File: config.mk
export PLATFORM = sky130hd
export DESIGN_NAME = gfx_plane_serializer
export DESIGN_NICKNAME = d
export VERILOG_FILES = /design/src/rtl/gfx_plane_serializer.sv
export SDC_FILE = /design/constraint.sdc
export NUM_CORES = 1
export LEC_CHECK = 0
export BUFFER_PORTS_ARGS = -buffer_cell sky130_fd_sc_hd__clkbuf_2
export CAP_MARGIN = 20
export CORE_ASPECT_RATIO = 0.9
export CORE_MARGIN = 3
export CORE_UTILIZATION = 25
export CTS_BUF_LIST = sky130_fd_sc_hd__clkbuf_16
export DETAILED_ROUTE_END_ITERATION = 8
export PLACE_DENSITY = 0.42
export SLEW_MARGIN = 20
export SYNTH_ARGS = -nofsm -noshare
export SYNTH_HDL_FRONTEND = slang
export SYNTH_SLANG_ARGS = --single-unit
File: constraint.sdc
create_clock -name clk1 -period 2.2 [get_ports clk1]
set_input_delay 0.11 -clock clk1 [delete_from_list [all_inputs] [get_ports clk1]]
set_output_delay 0.11 -clock clk1 [all_outputs]
set_load 0.05 [all_outputs]
File: src/rtl/gfx_plane_serializer.sv
// rtl/gfx_plane_serializer.sv - multi-plane PISO pixel serializer with phase counter, hflip and underrun flag
module gfx_plane_serializer #(
  parameter int WIDTH  = 8,
  parameter int PLANES = 2,
  localparam int CW    = $clog2(WIDTH)
) (
  input  logic                    clk1,
  input  logic                    n_clr1,
  input  logic                    clk_en,
  input  logic                    hold,
  input  logic                    sync_load,
  input  logic                    hflip,
  input  logic [PLANES*WIDTH-1:0] din,
  input  logic                    din_valid,
  input  logic                    underrun_clr,
  output logic [PLANES-1:0]       pix,
  output logic [CW-1:0]           pix_cnt,
  output logic                    n_load,
  output logic                    underrun
);

  localparam logic [CW-1:0] LAST_PIX = CW'(WIDTH - 1);

  logic [WIDTH-1:0] plane_q [PLANES];
  logic             hflip_q;
  logic             enabled;
  logic             load;

  assign enabled = clk_en & ~hold;
  assign load    = enabled & (sync_load | (pix_cnt == LAST_PIX));
  assign n_load  = ~load;

  always_ff @(posedge clk1 or negedge n_clr1) begin
    if (!n_clr1) begin
      for (int p = 0; p < PLANES; p++) plane_q[p] <= '0;
      pix_cnt  <= '0;
      hflip_q  <= 1'b0;
      underrun <= 1'b0;
    end else if (enabled) begin
      // Clear first so a simultaneous underrun on the load below wins.
      if (underrun_clr) underrun <= 1'b0;
      if (load) begin
        pix_cnt <= '0;
        hflip_q <= hflip;
        if (!din_valid) underrun <= 1'b1;
        for (int p = 0; p < PLANES; p++)
          plane_q[p] <= din_valid ? din[p*WIDTH +: WIDTH] : '0;
      end else begin
        pix_cnt <= pix_cnt + CW'(1);
        for (int p = 0; p < PLANES; p++)
          plane_q[p] <= hflip_q ? {1'b0, plane_q[p][WIDTH-1:1]}
                                : {plane_q[p][WIDTH-2:0], 1'b0};
      end
    end
  end

  always_comb begin
    pix = '0;
    for (int p = 0; p < PLANES; p++)
      pix[p] = hflip_q ? plane_q[p][0] : plane_q[p][WIDTH-1];
  end

endmodule

==> impl_metrics.py <==
metrics = {
    "placed_design": {
        "place_ws_ps": 196,
        "gp_congestion": 0.697,
        "place_hpwl_um": 1780,
        "dp.cells": 162,
        "place_area_sq_um": 1250,
        "io_buffer_count": 30,
    },
    "timing": {
        "fin_ws_ps": 239,
        "setup_viol_count_final": 0,
        "period_needed_ps": 1960,
        "rsz0062_at_grt": "false",
        "fmax_mhz": 510,
        "setup_tns_ps": 0,
        "layout_worst_path_cycle_share_pct": 89.1,
        "hold_viol_final": 0,
        "relSlewSlack_pct": 41.2,
        "slew_violations": 0,
        "worst_slew_pin_slew_ps": 883,
        "fin_skew_ps": 3.85,
    },
    "routing": {
        "viasPerCell": 4.90,
        "drt_iter0_markers": 37,
        "first_pass_iters": 4,
        "antenna_left": 0,
        "wire_per_inst_um": 15.6,
        "wl_um": 2610,
        "drc": 0,
        "vias": 819,
    },
    "cts": {
        "cts_tree": "done",
        "cts_setup_buffers": 0,
        "cts_made_buffers": 3,
        "cts_root_buffer": "clkbuf_16",
        "cts_max_path_buffers": 2,
        "hold_buffers": 1,
        "post_cts_resized": 0,
        "insertion_delay_ps": 250,
        "cts_num_sinks": 21,
        "clk_pin_slew_ps": 60,
        "cts_max_level": 1,
    },
    "job": {
        "max_cap_violations": 0,
    },
    "setup_path": {
        "critPathCapture": "plane_q[15]",
        "path_max_fanout": 15,
        "critPathLaunchType": "register",
        "reg2reg_depth": 6,
        "path_class": "register to register",
        "worstReg2RegStart": "pix_cnt[0]",
        "cp_data_arrival_time_ps": 2150,
        "cp-end-kind": "register",
        "timing.reg2reg.setup_slack_ps": 240,
        "r2r-end": "plane_q[15]",
        "startpoint": "pix_cnt[0]",
        "crit_required_ps": 2390,
    },
    "yosys": {
        "yosysSeqAreaShare_pct": 49.4,
        "synth_top_family_by_area": "compound AO/OA/AOI/OAI gates",
        "syn_nets": 116,
        "synth_cell_types": 20,
        "synth_seq_cells": 21,
        "syn_area_per_cell_sq_um": 11.8,
        "syn_area_sq_um": 1060,
        "ys_warn_count": 0,
        "synth-simple-area-share_pct": 11.6,
        "synth_compound_area_share_pct": 18.1,
        "synthAdderAreaFrac_pct": 2.35,
        "synthCells": 90,
        "synth-xor-area-share_pct": 0,
        "muxShareOfSynthArea_pct": 14.5,
    },
    "die": {
        "die_h_um": 67.9,
        "io_pins": 31,
        "die_w_um": 74.8,
        "die_area_sq_um": 5070,
        "num_rows": 21,
        "start_util_pct": 27.3,
        "coreArea_sq_um": 3890,
    },
    "power": {
        "p_comb_share_pct": 22.7,
        "irDropWorstVdd_uv": 304,
        "p_sw_share_pct": 30.2,
        "p_int_uw": 817,
        "clockPowerShare_pct": 32.5,
        "power.density_nw_per_um2": 866,
        "power.leakage_uw": 0.000675,
        "p_seq_share_pct": 44.7,
        "total_power_uw": 1170,
        "p_switching_uw": 353,
    },
    "final_layout": {
        "mostFrequentLayoutCells": "30 x clkbuf_2, 21 x dfrtp_1, 16 x a221o_1",
        "nets": 148,
        "layout_commonest_cell": "clkbuf_2",
        "fin_area_sq_um": 1350,
        "drive_gt1_share_pct": 33.9,
        "syn2layout_area_growth_pct": 26.9,
        "num_antenna_cells": 0,
        "post_layout_nonfiller_instances": 167,
    },
    "outcome": {
        "status": "completed",
    },
    "grt": {
        "grt_pass1_wl_um": 4310,
        "gr-usage-all-layers_pct": 11.2,
        "gr-total-overflow": 0,
        "antenna_found_initial": 0,
        "grt_max_degree": 22,
        "grt_pass1_vias": 895,
    },
    "hold_path": {
        "hold_class": "input pin to register",
    },
}
[cells by family (layout without fill, tap and decap cells)]
logic type               after synthesis  count (layout)
buffers and inverters                  8              39
AO/OA/AOI/OAI                         21              21
multiplexers                          15              15
adder cells (fa/ha/maj)                2               2
flip-flops                            21              21
AND/OR/NAND/NOR                       23              23
[worst max-delay path, stage by stage, from the launching register on]
cell,delay [ps]
dfrtp_1,400
ha_1,210
ha_1,210
or4b_1,520
buf_4,210
nor3b_1,220
a221o_1,140
[per-stage QoR]
stage               util [%]  hold slack [ps]
finish                  34.7             72.9
global route            34.7             87.8
CTS                     34.6             65.6
detailed placement      32.3              127
global placement        32.3              134
floorplan                  -             -186
[synthesized netlist by cell type]
| library cell | count | area [sq um] |
|---|---|---|
| dfrtp_1 | 21 | 526 |
| clkbuf_1 | 2 | 7.51 |
| and3_1 | 2 | 12.5 |
| nand2_1 | 1 | 3.75 |
| or2_2 | 1 | 6.26 |
| buf_6 | 1 | 11.3 |
| nor2_1 | 13 | 48.8 |
| nor3b_1 | 2 | 15.0 |
| a22o_1 | 2 | 17.5 |
| nor3b_2 | 1 | 12.5 |
| buf_2 | 4 | 20.0 |
| mux2_2 | 3 | 33.8 |
| o21ai_0 | 3 | 15.0 |
| inv_1 | 1 | 3.75 |
| ha_1 | 2 | 25.0 |
| nor4b_1 | 1 | 8.76 |
| or4b_1 | 1 | 10.0 |
| nand2b_1 | 1 | 6.26 |
| mux2i_1 | 12 | 120 |
| a221o_1 | 16 | 160 |
[metal layers]
metal	track usage, %	vias up	wire, um	part of all wire, %
li1	-	407	-	-
met1	14.6	391	1300	50
met2	18.4	19	1170	45
met3	3.52	2	127	4.9
met4	2.00	0	13	0.50
met5	0	-	0	0
[flip-flops by register name, indices dropped and copies added (netlist names)]
name	count
hflip_q	1
pix_cnt	3
plane_q	16
underrun	1
[area by class of cell]
class	count	area, sq um
clock buffers	3	75.1
multi-input cells	61	502
inverters	1	3.75
flip-flops and latches	21	526
clock inverters	1	3.75
repair buffers	34	183
well taps	46	57.6
fillers	404	2540
[power by group through the flow]
stage,combinational (uW),sequential (uW),clock [uW]
floorplan,184,528,0
global placement,264,530,0
detailed placement,265,531,0
CTS,268,524,394
global route,290,536,410
finish,266,523,381
[worst min path at each step]
| stage | start | slack (ps) | cells past startpoint | endpoint |
|---|---|---|---|---|
| CTS | din_valid | 70 | 2 | underrun |
| global route | din[12] | 90 | 2 | plane_q[4] |
| floorplan | n_clr1 | -190 | 0 | hflip_q |
| global placement | n_clr1 | 130 | 1 | plane_q[10] |
| detailed placement | n_clr1 | 130 | 1 | plane_q[10] |
| finish | din_valid | 70 | 2 | underrun |
(Power assumes the default switching activity.)
